**config.mk**
```make
export PLATFORM = sky130hd
export DESIGN_NAME = logic1
export DESIGN_NICKNAME = d
export VERILOG_FILES = /design/src/rtl/logic1.sv
export SDC_FILE = /design/constraint.sdc
export NUM_CORES = 1
export LEC_CHECK = 0
export ABC_AREA = 1
export CORE_AREA = 2 2 39 41
export CTS_BUF_LIST = sky130_fd_sc_hd__clkbuf_8
export DETAILED_ROUTE_END_ITERATION = 7
export DIE_AREA = 0 0 41 43
export GPL_TIMING_DRIVEN = 0
export PLACE_DENSITY = 0.3
export RECOVER_POWER = 100
export SYNTH_ARGS = -nofsm -noshare
export SYNTH_HDL_FRONTEND = slang
export SYNTH_SLANG_ARGS = --single-unit
```
**constraint.sdc**
```tcl
create_clock -name clk -period 1.3 [get_ports clk]
set_input_delay 0.26 -clock clk [delete_from_list [all_inputs] [get_ports clk]]
set_output_delay 0.26 -clock clk [all_outputs]
set_load 0.01 [all_outputs]
```
**src/rtl/logic1.sv**
```systemverilog
// logic1: two-input, two-output Moore sequence machine.
// It watches X for the ordered pattern 11 -> {00/01} -> 10, flags each phase on
// {Z1,Z2}, and returns to idle on the closing 11.
// The state encoding is chosen so that {Z1,Z2} is the state register itself.
// The outputs are therefore registered and never depend combinationally on X.
// Build option LOGIC1_STRUCT_EN selects the implementation:
//   - defined:   two explicit async-reset flops, with gate-level next-state logic.
//   - undefined: a behavioural case statement.
// Both builds behave identically at the ports.

`ifdef LOGIC1_STRUCT_EN
// Single async-reset D flop used for each state bit in the structural build.
module logic1_dff (
    input  logic clk,
    input  logic rst,
    input  logic d,
    output logic q
);

    // State bit storage, cleared immediately by reset.
    always_ff @(posedge clk or posedge rst) begin
        if (rst) begin
            q <= 1'b0;
        end else begin
            q <= d;
        end
    end

endmodule
`endif

module logic1 (
    input  logic       clk,
    input  logic       rst,
    input  logic [1:0] X,
    output logic       Z1,
    output logic       Z2
);

`ifdef LOGIC1_STRUCT_EN

    // Current state bits and their complements.
    logic s1_r;
    logic s0_r;
    logic s1_n_s;
    logic s0_n_s;

    // Input bits and their complements.
    logic xa_s;
    logic xb_s;
    logic xa_n_s;
    logic xb_n_s;

    // Product terms of the next-state equations.
    logic t_idle_arm_s;   // IDLE & Xa & Xb
    logic t_arm_s;        // ARM
    logic t_hold_s1_s;    // HOLD & ~Xa
    logic t_arm_stay_s;   // ARM & Xa & Xb
    logic t_hold_fire_s;  // HOLD & Xa & ~Xb
    logic t_fire_stay_s;  // FIRE & Xa & ~Xb

    // Next-state bits.
    logic s1_next_s;
    logic s0_next_s;

    assign xa_s = X[1];
    assign xb_s = X[0];

    not g_n_s1 (s1_n_s, s1_r);
    not g_n_s0 (s0_n_s, s0_r);
    not g_n_xa (xa_n_s, xa_s);
    not g_n_xb (xb_n_s, xb_s);

    // S1' = (IDLE & Xa & Xb) | ARM | (HOLD & ~Xa)
    and g_t0 (t_idle_arm_s, s1_n_s, s0_n_s, xa_s, xb_s);
    and g_t1 (t_arm_s,      s1_r,   s0_r);
    and g_t2 (t_hold_s1_s,  s1_r,   s0_n_s, xa_n_s);
    or  g_s1 (s1_next_s,    t_idle_arm_s, t_arm_s, t_hold_s1_s);

    // S0' = (IDLE & Xa & Xb) | (ARM & Xa & Xb) | (HOLD & Xa & ~Xb) | (FIRE & Xa & ~Xb)
    and g_t3 (t_arm_stay_s,  s1_r,   s0_r,   xa_s, xb_s);
    and g_t4 (t_hold_fire_s, s1_r,   s0_n_s, xa_s, xb_n_s);
    and g_t5 (t_fire_stay_s, s1_n_s, s0_r,   xa_s, xb_n_s);
    or  g_s0 (s0_next_s, t_idle_arm_s, t_arm_stay_s, t_hold_fire_s, t_fire_stay_s);

    logic1_dff u_s1 (.clk(clk), .rst(rst), .d(s1_next_s), .q(s1_r));
    logic1_dff u_s0 (.clk(clk), .rst(rst), .d(s0_next_s), .q(s0_r));

    assign Z1 = s1_r;
    assign Z2 = s0_r;

`else

    typedef enum logic [1:0] {
        IDLE = 2'b00,
        ARM  = 2'b11,
        HOLD = 2'b10,
        FIRE = 2'b01
    } state_t;

    state_t state_r;

    // Pattern tracker: one transition per clock, forced to IDLE by reset.
    always_ff @(posedge clk or posedge rst) begin
        if (rst) begin
            state_r <= IDLE;
        end else begin
            case (state_r)
                IDLE:    state_r <= (X == 2'b11) ? ARM : IDLE;
                ARM:     state_r <= (X == 2'b11) ? ARM : HOLD;
                HOLD: begin
                    if (X == 2'b10) begin
                        state_r <= FIRE;
                    end else if (X == 2'b11) begin
                        state_r <= IDLE;
                    end else begin
                        state_r <= HOLD;
                    end
                end
                FIRE:    state_r <= (X == 2'b10) ? FIRE : IDLE;
                default: state_r <= IDLE;
            endcase
        end
    end

    assign Z1 = state_r[1];
    assign Z2 = state_r[0];

`endif

endmodule

```
* Yosys cells after proc, flatten, opt, wreduce, memory -nomap -nowiden
Cells that the tools add are included.
Word-level totals: flip-flop bits (word level) 2, latch bits 0, RAM bits 0, memory bits (read-only) 0, input bits 4, output and inout bits 2, logic and storage cells 13, memories kept 0
Operators by class: add/sub/neg operators 0, multipliers 0, divide/modulo/power cells 0, order comparisons 0, equality and inequality tests 5, shifts and indexed selects 0, multiplexer cells 6, bitwise logic cells 0, reduce and logical (&&, ||, !) cells 1
Operators with widths (number):
- 2-bit equality test (second input constant) | 4
- 2-bit one-hot mux with 4 select lines | 1
- 2-bit two-way mux | 3
- 2-bit by 1-bit equality test with 1-bit output (second input constant) | 1
- 2-bit logical NOT | 1
- 1-bit two-way mux | 2

* Longest topological paths before layout
word-level depth 4, gate-level depth with buffers 4, gate-level depth less buffers 4

* Worst setup path before layout
Ideal clock, no wire load.
path type flip-flop to flip-flop, start point reg state_r[1], end point reg state_r[0], library setup time 130 ps, data arrival time 678 ps, data required time 1170 ps, slack 493 ps, cell stages (with the launch flop) 5, path buffers 0, clock period less this slack 807 ps, cells stage by stage dfrtp_1 nand2_1 inv_1 nand2_1 nand4_1
Between the ends: longest elaborated chain between the ends 2, elaborated cells on any way between the ends 5, classes of those cells 3 x eq/ne; 1 x mux; 1 x reduce/logical
RTL lines:
- start: declaration | line 101 | state_t state_r;
- start signal: assignment | line 109 | IDLE: state_r <= (X == 2'b11) ? ARM : IDLE;
- start signal: assignment | line 110 | ARM: state_r <= (X == 2'b11) ? ARM : HOLD;
- start signal: assignment | line 120 | FIRE: state_r <= (X == 2'b10) ? FIRE : IDLE;
- 2-bit by 1-bit equality test with 1-bit output, or another cell as far along | line 108 | case (state_r)
- 2-bit one-hot mux with 4 select lines * | line 108
Every way passes the cells marked *; elsewhere a longest branch is shown, timed or not.

* Final worst setup path
start point reg state_r[1], end point out Z1
RTL lines:
- end: declaration | line 36 | output logic Z1,
No word-level cell between the ends.

==> impl_metrics.py <==
metrics = {
    "outcome": {
        "status": "finished, final reports clean",
    },
    "yosys": {
        "synth_area_leaders": "dfrtp_1 (40%), inv_1 (18%), nand2_1 (18%)",
        "ys_ff_latch": 2,
        "avgSynthCellArea_um2": 6.19,
        "syn-instance-count": 20,
        "synth_area_leader_cell": "dfrtp_1",
        "seq_area_frac_synth": 0.404,
        "syn_nets": 24,
        "synth_area_um2": 124,
        "synth_cell_types": 6,
        "ys_warn_count": 0,
        "synth_top_area_frac": 0.404,
    },
    "timing": {
        "setup_tns_ns": 0,
        "fmax_ghz": 0.855,
        "rsz0062_at_grt": "no",
        "tightest_slew_ns": 0.156,
        "fin_crit_ns": 1.17,
        "finalHoldViolCount": 0,
        "slew_headroom": 0.895,
        "finalClockSkew_ns": 0.00219,
        "min_period_over_period": 0.900,
        "slew_violations": 0,
        "setup_violations": 0,
    },
    "routing": {
        "initialDrtViolationCount": 2,
        "via_per_inst": 3.23,
        "drc": 0,
        "postRouteAntennaNets": 0,
        "firstDrtPassIters": 2,
        "wl_per_cell_um": 6.43,
        "wl_um": 283,
        "vias": 142,
    },
    "cells_and_area": {
        "largest_register": "state_r",
        "area_delta_synth_final_pct": 87.9,
        "largest_register_ff_count": 2,
        "regArea_um2": 50.0,
        "top_regs": "state_r: 2 flops",
        "fillers": 155,
        "antenna_cells": 0,
        "multiInputGateArea_um2": 51.3,
        "drive_above_1_share": 0.107,
        "num-nets-final": 34,
    },
    "clocking": {
        "clock_latency_ns": 0.21,
        "numCtsBuffers": 3,
        "holdBufCountCts": 0,
        "clock_path_buffers": 2,
        "clk_root_buffer_cell": "clkbuf_8",
        "clk_pin_slew_worst_paths_ns": 0.03,
        "clock-sinks": 2,
        "htree_levels": 1,
        "tritoncts": "built",
    },
    "setup_path": {
        "crit_arrival_ns": 0.91,
        "slowest_stage": "dfrtp_1",
        "critPathMaxStageDelay_ns": 0.40,
        "critPathBufInv": 1,
        "crit_path_max_fanout": 5,
        "cp.required_ns": 1.04,
        "startpoint_type": "flip-flop",
        "end_kind": "primary output",
        "crit_family": "flip-flops",
        "path_cells": "dlygate4sd2_1",
        "rr_worst_depth": 4,
        "crit_type": "reg -> out",
        "cp.depth": 1,
    },
    "global_routing": {
        "antenna_found_initial": 0,
        "grt_max_degree": 6,
        "grt_pass1_wl_um": 434,
        "grt-ovfl-total": 0,
        "grt_use_total": 0.0451,
        "first_global_vias": 113,
    },
    "placed_design": {
        "gp_congestion": 0.623,
        "port-buffer-count": 5,
        "dp_hpwl_um": 223,
    },
    "power_and_ir_drop": {
        "total_power_mw": 0.492,
        "intPower_mw": 0.347,
        "p_clk_frac": 0.491,
        "seq_power_share": 0.248,
        "switching_share": 0.295,
        "power_density_nw_per_um2": 2120,
        "p_sw_mw": 0.145,
        "p_comb_frac": 0.261,
        "p_leak_nw": 0.128,
        "max-vdd-ir-drop_mv": 0.360,
    },
    "worst_hold_path": {
        "min_path_type": "in -> async",
    },
    "floorplanning": {
        "initial_core_util": 0.0895,
        "die_w_um": 41,
        "rows": 14,
        "die_y_um": 43,
        "io_pins": 6,
        "die-area_um2": 1760,
        "coreArea_um2": 1380,
    },
    "flow_run": {
        "cap_violations": 0,
    },
}
-- synth_stat cells (all sizes together) --
cell type / n
inv: 6
dfrtp: 2
nor2: 4
nand2: 6
nand4: 1
o211ai: 1
-- per-stage QoR --
step	hold WS (ns)	worst slack [ns]	std cells	utilization	instance area [um^2]
4_1_cts	0.209	0.121	44	0.168	233
5_1_grt	0.351	0.0953	44	0.168	233
6_report	0.343	0.130	44	0.168	233
3_3_place_gp	0.423	0.0851	41	0.140	194
2_1_floorplan	0.00118	0.493	20	-	124
3_5_place_dp	0.424	0.0970	41	0.140	194
-- path summary, 6_finish.rpt --
kind,startpoint,to,slack [ns]
setup / recovery,state_r[1],Z1,0.13
max in group asynchronous,rst,state_r[1],0.85
hold / removal,rst,state_r[0],0.34
setup reg to reg,state_r[1],state_r[0],0.46
min in group clk,state_r[0],state_r[1],0.62
hold reg to reg,state_r[0],state_r[1],0.62
-- layout make-up --
class                      count  area share
clock buffer                   3       0.177
timing repair buffer           5       0.204
inverter                       6      0.0968
sequential                     2       0.215
tap                           16      0.0860
multi-input combinational     12       0.220
-- kinds of logic after synthesis --
group	count (synthesis)	synth area share
and+or+nand+nor	11	0.354
DFF	2	0.404
AOI/OAI and AO/OA	1	0.0606
buffers and inverters	6	0.182
-- timing repair --
item,4_1_cts,5_1_grt
resized for setup,2,0
hold endpoints to repair,0,0
setup buffers,0,0
endpoints found under the setup margin,2,0
-- cell usage in the layout (no fill, tap or decap) --
cell / Yosys / layout
nand4_1: 1 / 1
clkbuf_8: 0 / 3
dlygate4sd2_1: 0 / 2
dlygate4sd3_1: 0 / 2
dfrtp_1: 2 / 2
clkdlybuf4s50_1: 0 / 1
nor2_1: 4 / 4
inv_1: 6 / 6
o211ai_1: 1 / 1
nand2_1: 6 / 6
-- per-layer routing --
layer	wire length [um]	vias to the layer above	global-route usage
li1	-	77	-
met1	150	55	0.0449
met2	85	8	0.0406
met3	38	2	0.0471
met4	8	0	0.0600
met5	0	-	0
-- power groups by stage --
stage | logic, mW | registers, mW | clock network, mW
floorplan | 0.0622 | 0.132 | 0
global placement | 0.150 | 0.125 | 0
detailed placement | 0.150 | 0.124 | 0
CTS | 0.132 | 0.122 | 0.250
global route | 0.145 | 0.127 | 0.260
finish | 0.129 | 0.122 | 0.242
(Power assumes the default switching activity.)
